<file path="config.mk">
export PLATFORM = sky130hd
export DESIGN_NAME = rgb_pwm_ctrl
export DESIGN_NICKNAME = d
export VERILOG_FILES = /design/src/rtl/rgb_pwm_ctrl.sv
export SDC_FILE = /design/constraint.sdc
export NUM_CORES = 1
export LEC_CHECK = 0
export CAP_MARGIN = 20
export CORE_MARGIN = 4
export CORE_UTILIZATION = 54
export CTS_BUF_LIST = sky130_fd_sc_hd__clkbuf_8
export CTS_CLUSTER_DIAMETER = 60
export CTS_CLUSTER_SIZE = 28
export DETAILED_ROUTE_END_ITERATION = 6
export GPL_TIMING_DRIVEN = 0
export PLACE_DENSITY = 0.76
export SYNTH_ARGS = -nofsm -noshare
export SYNTH_HDL_FRONTEND = slang
export SYNTH_SLANG_ARGS = --single-unit
</file>
<file path="constraint.sdc">
create_clock -name clk -period 1.7 [get_ports clk]
set_input_delay 0.34 -clock clk [delete_from_list [all_inputs] [get_ports clk]]
set_output_delay 0.34 -clock clk [all_outputs]
set_load 0.01 [all_outputs]
</file>
<file path="src/rtl/rgb_pwm_ctrl.sv">
// Three-channel PWM + power sequencer for the iCE40 LED current reference and RGB driver.
// Outputs registered, pwm lags the counter by one clock; writes always accepted, no backpressure.
module rgb_pwm_ctrl #(
   parameter int PWM_BITS      = 8,
   parameter int PRESCALE      = 1,
   parameter int SETTLE_CYCLES = 64
) (
   input  logic                clk,
   input  logic                resetn,
   input  logic                enable,
   input  logic                wr_valid,
   input  logic [1:0]          wr_sel,
   input  logic [PWM_BITS-1:0] wr_data,
   output logic                led_en,
   output logic                rgbleden,
   output logic                pwm_r,
   output logic                pwm_g,
   output logic                pwm_b,
   output logic                upd_pending,
   output logic                period_start
);

   localparam int PSW = (PRESCALE > 1) ? $clog2(PRESCALE) : 1;
   localparam int STW = (SETTLE_CYCLES > 1) ? $clog2(SETTLE_CYCLES) : 1;
   localparam logic [PSW-1:0]      PS_LAST = PSW'(PRESCALE - 1);
   localparam logic [STW-1:0]      ST_LAST = STW'(SETTLE_CYCLES - 1);
   localparam logic [PWM_BITS-1:0] CNT_MAX = '1;

   typedef enum logic [1:0] {S_OFF, S_CUR_ON, S_RUN, S_STOP} state_t;

   typedef struct packed {
      logic [PWM_BITS-1:0] r;
      logic [PWM_BITS-1:0] g;
      logic [PWM_BITS-1:0] b;
   } duty_t;

   state_t              state, state_nxt;
   duty_t               shadow, active;
   logic [STW-1:0]      settle_cnt;
   logic [PSW-1:0]      presc;
   logic [PWM_BITS-1:0] pwm_cnt;

   logic in_run, run_entry, tick, wrap, load, run_hold;

   always_comb begin
      state_nxt = state;
      case (state)
         S_OFF:    if (enable) state_nxt = S_CUR_ON;
         S_CUR_ON: begin
            if (!enable)                  state_nxt = S_OFF;
            else if (settle_cnt == ST_LAST) state_nxt = S_RUN;
         end
         S_RUN:    if (!enable) state_nxt = S_STOP;
         S_STOP:   state_nxt = S_OFF;
         default:  state_nxt = S_OFF;
      endcase
   end

   assign in_run    = (state == S_RUN);
   assign run_entry = (state == S_CUR_ON) && (state_nxt == S_RUN);
   assign tick      = in_run && (presc == PS_LAST);
   assign wrap      = tick && (pwm_cnt == CNT_MAX);
   assign load      = run_entry || (wrap && upd_pending);
   // pwm is forced low on the cycle RUN is being left, so it drops with rgbleden
   assign run_hold  = in_run && (state_nxt == S_RUN);

   always_ff @(posedge clk or negedge resetn) begin
      if (!resetn) begin
         state      <= S_OFF;
         settle_cnt <= '0;
      end else begin
         state <= state_nxt;
         if (state == S_OFF)
            settle_cnt <= '0;
         else if (state == S_CUR_ON)
            settle_cnt <= settle_cnt + 1'b1;
      end
   end

   // active takes the pre-write shadow, so a same-cycle write lands in the following period
   always_ff @(posedge clk or negedge resetn) begin
      if (!resetn) begin
         shadow      <= '0;
         active      <= '0;
         upd_pending <= 1'b0;
      end else begin
         if (load)
            active <= shadow;
         if (wr_valid) begin
            if (wr_sel == 2'd0 || wr_sel == 2'd3) shadow.r <= wr_data;
            if (wr_sel == 2'd1 || wr_sel == 2'd3) shadow.g <= wr_data;
            if (wr_sel == 2'd2 || wr_sel == 2'd3) shadow.b <= wr_data;
            upd_pending <= 1'b1;
         end else if (load) begin
            upd_pending <= 1'b0;
         end
      end
   end

   always_ff @(posedge clk or negedge resetn) begin
      if (!resetn) begin
         presc   <= '0;
         pwm_cnt <= '0;
      end else if (run_entry) begin
         presc   <= '0;
         pwm_cnt <= '0;
      end else if (in_run) begin
         if (tick) begin
            presc   <= '0;
            pwm_cnt <= pwm_cnt + 1'b1;
         end else begin
            presc <= presc + 1'b1;
         end
      end
   end

   always_ff @(posedge clk or negedge resetn) begin
      if (!resetn) begin
         led_en       <= 1'b0;
         rgbleden     <= 1'b0;
         pwm_r        <= 1'b0;
         pwm_g        <= 1'b0;
         pwm_b        <= 1'b0;
         period_start <= 1'b0;
      end else begin
         led_en       <= (state_nxt != S_OFF);
         rgbleden     <= (state_nxt == S_RUN);
         pwm_r        <= run_hold && (pwm_cnt < active.r);
         pwm_g        <= run_hold && (pwm_cnt < active.g);
         pwm_b        <= run_hold && (pwm_cnt < active.b);
         period_start <= run_hold && (pwm_cnt == '0) && (presc == '0);
      end
   end

endmodule

</file>
### Word level (Yosys, flattened, before mapping)

Index checks and enable logic that the tools add are counted.
Widths: inputs -> output; s select.

| word-level totals | value |
|---|---|
| RAM bits | 0 |
| memories | 0 |
| word-level logic and storage cells | 74 |
| memory bits (read-only) | 0 |
| output and inout bits | 7 |
| flip-flop bits (word level) | 72 |
| bits in latches | 0 |
| input bits | 14 |

| cells by class | value |
|---|---|
| shift-type cells | 0 |
| div/mod/pow operators | 0 |
| add/subtract/negate cells | 3 |
| magnitude comparators | 3 |
| equal/unequal tests | 9 |
| bitwise logic cells | 1 |
| multiplexer cells | 15 |
| multiply operators | 0 |
| reduce and logical (&&, ||, !) cells | 26 |

Operators with widths:

| operator | number |
|---|---|
| $lt 8x8->1 | 3 |
| $mux 8 | 3 |
| $mux 6 | 2 |
| $eq 2x2->1 const B | 5 |
| $logic_and 1x1->1 | 10 |
| $reduce_bool 2->1 | 5 |
| $add 8x1->8 const B | 1 |
| $eq 8x8->1 const B | 1 |
| $logic_not 8->1 | 1 |
| $mux 2 | 4 |
| $pmux 2 s4 | 1 |
| $reduce_and 2->1 | 4 |
| $add 6x1->6 const B | 1 |
| $eq 6x6->1 const B | 1 |
| $mux 1 | 5 |
| $eq 2x1->1 const B | 2 |
| $logic_not 2->1 | 2 |
| $logic_or 1x1->1 | 4 |
| $add 1x1->1 const B | 1 |
| $not 1->1 | 1 |

### Logic depth before layout (Yosys ltp)

| depth | value |
|---|---|
| depth in word-level cells | 9 |
| gate-level depth with buffers | 6 |
| mapped depth without buffers | 6 |

### Worst setup path before layout

No wires, ideal clock.

| path | value |
|---|---|
| path kind | flip-flop to flip-flop |
| start | reg state[0] |
| end | reg active[0] (netlist name) |
| clock period less this slack | 1.682 ns |
| stages on the path, launching flop included | 7 |
| setup time | 0.125 ns |
| data arrival time | 1.557 ns |
| setup slack | 0.018 ns |
| path through | dfrtp_1 > buf_6 > nor3b_4 > and3_4 > a21oi_4 > buf_12 > mux2_4 |

| between the ends | value |
|---|---|
| longest elaborated chain between the ends | 6 |
| elaborated cells on any way between the ends | 15 |

RTL lines:

| item | RTL line | source |
|---|---|---|
| start, declared | 37 | `state_t state, state_nxt;` |
| start signal, assigned | 72 | `state <= state_nxt;` |
| $mux 2 | 51 | `else if (settle_cnt == ST_LAST) state_nxt = S_RUN;` |
| $mux 2 | 50 | `if (!enable) state_nxt = S_OFF;` |
| $pmux 2 s4 | 47 | `case (state)` |
| $eq 2x2->1 | 60 | `assign run_entry = (state == S_CUR_ON) && (state_nxt == S_RUN);` |
| $logic_and 1x1->1 | 60 |  |
| $logic_or 1x1->1 * | 63 | `assign load = run_entry \|\| (wrap && upd_pending);` |
| end signal, assigned | 88 | `active <= shadow;` |
| end, declared | 38 | `duty_t shadow, active;` |

Mark *: on every way between the ends. The rest lies on a longest branch, timed or not.
A chain may end at the register's enable or synchronous reset.

### Worst setup path after layout

| path | value |
|---|---|
| start | reg pwm_cnt[1] |
| end | reg pwm_g |

| between the ends | value |
|---|---|
| longest elaborated chain between the ends | 2 |

RTL lines:

| item | RTL line | source |
|---|---|---|
| start, declared | 41 | `logic [PWM_BITS-1:0] pwm_cnt;` |
| start signal, assigned | 110 | `pwm_cnt <= pwm_cnt + 1'b1;` |
| $lt 8x8->1 | 129 | `pwm_g <= run_hold && (pwm_cnt < active.g);` |
| $logic_and 1x1->1 | 129 |  |
| end signal, assigned | 129 |  |
| end, declared | 17 | `output logic pwm_g,` |

Every way passes these cells.

==> impl_results.md <==
- Yosys reg bits: 72
- Worst EP required: roughly 1.9 ns
- Final Max Tran Viols: 0
- Leakage power: ~2.0 nW
- Commonest cells in the netlist: dfrtp_1, mux2_2, inv_1
- DRT Pass-1 Iters: 4
- DRC Markers: 0
- Mapped Cells: about 280
- Clock sinks: a little over 70
- Unrepaired setup endpoints after global routing: yes
- GP Congestion: slightly below 0.8
- First-pass GRT wire length: about 11000 microns
- DR iter-0 viols: between 100 and 150
- CTS tree: built
- Layout area overhead: 22.1%
- Register area share after synthesis: 0.506
- # hold bufs at CTS: 0
- Pre-CTS setup slack: -0.677 ns
- Failing checks: negative setup slack
- Final setup vio count: 19
- Antenna viol nets, final: 0
- Hold Violations, Final: 0
- GR Overflow Total: 0
- Syn avg cell area: about 13 sq um
- Setup WS post-layout: -0.0997 ns
- CTS Buffer Depth: 2
- Synth Warn #: 0
- Area leader, netlist: dfrtp_1
- F_max: roughly 560 MHz
- CP startpoint kind: flip-flop
- Sum Neg Setup Slack: -0.399 ns
- Skew final: ~0.0064 ns
- Final Non-Filler Cells: between 400 and 500
- Clock H-tree levels: 3
- WL/cell: around 18 microns
- Yosys cell types: 38
- Critical Path End Type: flip-flop
- Reg-to-Reg End: pwm_g$_DFF_PN0_
- Post-Route WL: between 7000 and 8000 microns
- Crit path max fanout: 7
- Via density per instance: roughly 5.7
- Final nets: between 300 and 400
- Final period util: 1.06
- PD cells: about 950 nW/um^2
- Worst Reg-to-Reg Cells: 4
- Antenna Cells: 0
- I/O Buffers: 20
- Clock root buffer: clkbuf_8
- Clk slew on worst S/H paths: 0.07 ns
- Die area: 7950 sq um
- Final Power: between 4 and 5 mW
- EDFF count, synth: 0
- CTS buffer count: 9
- Fraction of final layout cells sized beyond drive strength 1: 0.327
- Via Count: roughly 2300
- Vias in the first global route: between 2000 and 2500
- Rows: 29
- Largest net degree at the start of global routing: 73
- CP arrival: just over 2 ns
- Area of the core: approximately 6400 sq um
- Gr usage total: 0.196
- Initial core utilization: 0.557
- Post-synth ARST share: 1.00
- HP Class: in -> async
- Crit Path Category: reg -> reg
- IO Pins: 21
- Fin Hold WS: between 0.1 and 0.15 ns
- Reg2reg start: pwm_cnt[1]$_DFFE_PN0P_
- Mapped cell area: 3560 sq um
- Synth top area cells: dfrtp_1, ha_1, mux2_2
- Count leader, synth: dfrtp_1
- Fin crit period: roughly 1.8 ns
- Floorplan die width: ~89 microns
- Max Cap Viol: 0
- Synth top area share: 0.506
- Main synth FF type: dfrtp_1
- Status: complete, but fails checks
- Fill cells: 470
- Die Y: about 89 microns
- Register-to-register setup slack: -0.1 ns
- Slew HR: 0.419
- Initial antenna violation count: 0
- Slew @ Worst Pin: between 0.8 and 0.9 ns
- Placed Cells: 380
- Final HPWL from detailed placement: about 4500 microns
- Post-Syn Nets: roughly 320
- Clk_lat worst skew: ~0.35 ns
- Max VDD drop: between 0.0007 and 0.0008 V
## layout make-up
class | count | area (sq um) | share of cell area
inverters | 28 | 105 | 0.0242
multi-input cells | 179 | 1720 | 0.395
flip-flops and latches | 72 | 1810 | 0.417
clock inverters | 5 | 48.8 | 0.0112
repair buffers | 35 | 373 | 0.0858
well taps | 77 | 96.3 | 0.0222
plain buffers | 4 | 56.3 | 0.0130
clock buffers | 10 | 138 | 0.0317
## worst max path at each step
stage	startpoint	to	slack, ns	depth (start not counted)
finish	pwm_cnt[1]$_DFFE_PN0P_	pwm_g$_DFF_PN0_	-0.1	4
global route	pwm_cnt[1]$_DFFE_PN0P_	pwm_g$_DFF_PN0_	-0.13	4
CTS	state[0]$_DFF_PN0_	pwm_cnt[7]$_DFFE_PN0P_	-0.04	6
detailed placement	wr_sel[1]	shadow[15]$_DFFE_PN0P_	-0.68	5
global placement	resetn	shadow[2]$_DFFE_PN0P_	-2.12	1
floorplan	state[0]$_DFF_PN0_	active[0]$_DFFE_PN0P_	0.02	6
## state kept, by name (all words and copies together) (netlist names)
name / flops
pwm_r: 1
led_en: 1
presc: 1
pwm_cnt: 8
active: 24
pwm_b: 1
settle_cnt: 6
period_start: 1
shadow: 24
pwm_g: 1
upd_pending: 1
rgbleden: 1
state: 2
## metrics by stage
| step | cell area [sq um] | util |
|---|---|---|
| 6_report | 4340 | 0.680 |
| 5_1_grt | 4340 | 0.680 |
| 4_1_cts | 4210 | 0.659 |
| 3_5_place_dp | 3850 | 0.603 |
| 3_3_place_gp | 3850 | 0.604 |
| 2_1_floorplan | 3560 | - |
## layer usage
metal  wire [microns]  GRT usage
met2             3510      0.301
met4              235     0.0920
met1             3260      0.260
met5                0          0
met3              275     0.0507
## what timing repair did
action / 4_1_cts / 5_1_grt
gates cloned: 1 / 1
gates resized for setup: 19 / 15
endpoints found under the setup margin: 51 / 42
setup buffers: 9 / 6
pin swaps: 6 / 8
## layout by cell type (no fill, tap or decap), types with 3 or more instances in the layout
cell / count
clkbuf_8: 10
dfrtp_1: 65
nand2b_1: 4
buf_12: 3
clkinv_2: 3
xor2_1: 6
and3_1: 3
mux2_2: 29
clkdlybuf4s50_1: 19
nor2_1: 16
nand4_1: 9
o21a_1: 3
mux2_4: 21
a21oi_1: 5
nand2_1: 12
buf_4: 11
ha_1: 25
buf_6: 3
o21ai_0: 8
dfrtp_2: 7
nor3_1: 4
inv_1: 29
## logic make-up after synthesis
family	count (synthesis)	synth area share
compound gates	29	0.0556
xor+xnor	7	0.0172
fa+ha+maj	27	0.0949
buf+inv	32	0.0454
flops	72	0.506
mux	50	0.179
simple gates	66	0.101
## critical path, cell delays in order, from the launching register on
cell and delay, ns:
dfrtp_2 0.47, ha_1 0.34, a2111oi_4 0.40, nor3_1 0.12
nor4_1 0.35
## report_power, final
group	switching (mW)	internal, mW	total, mW	leakage (nW)
Sequential	0.176	1.88	2.06	0.915
Combinational	0.355	0.384	0.739	0.999
Clock	0.620	0.696	1.32	0.103
Total	1.15	2.96	4.11	2.02
No activity file was read; power rests on OpenSTA's default activity.
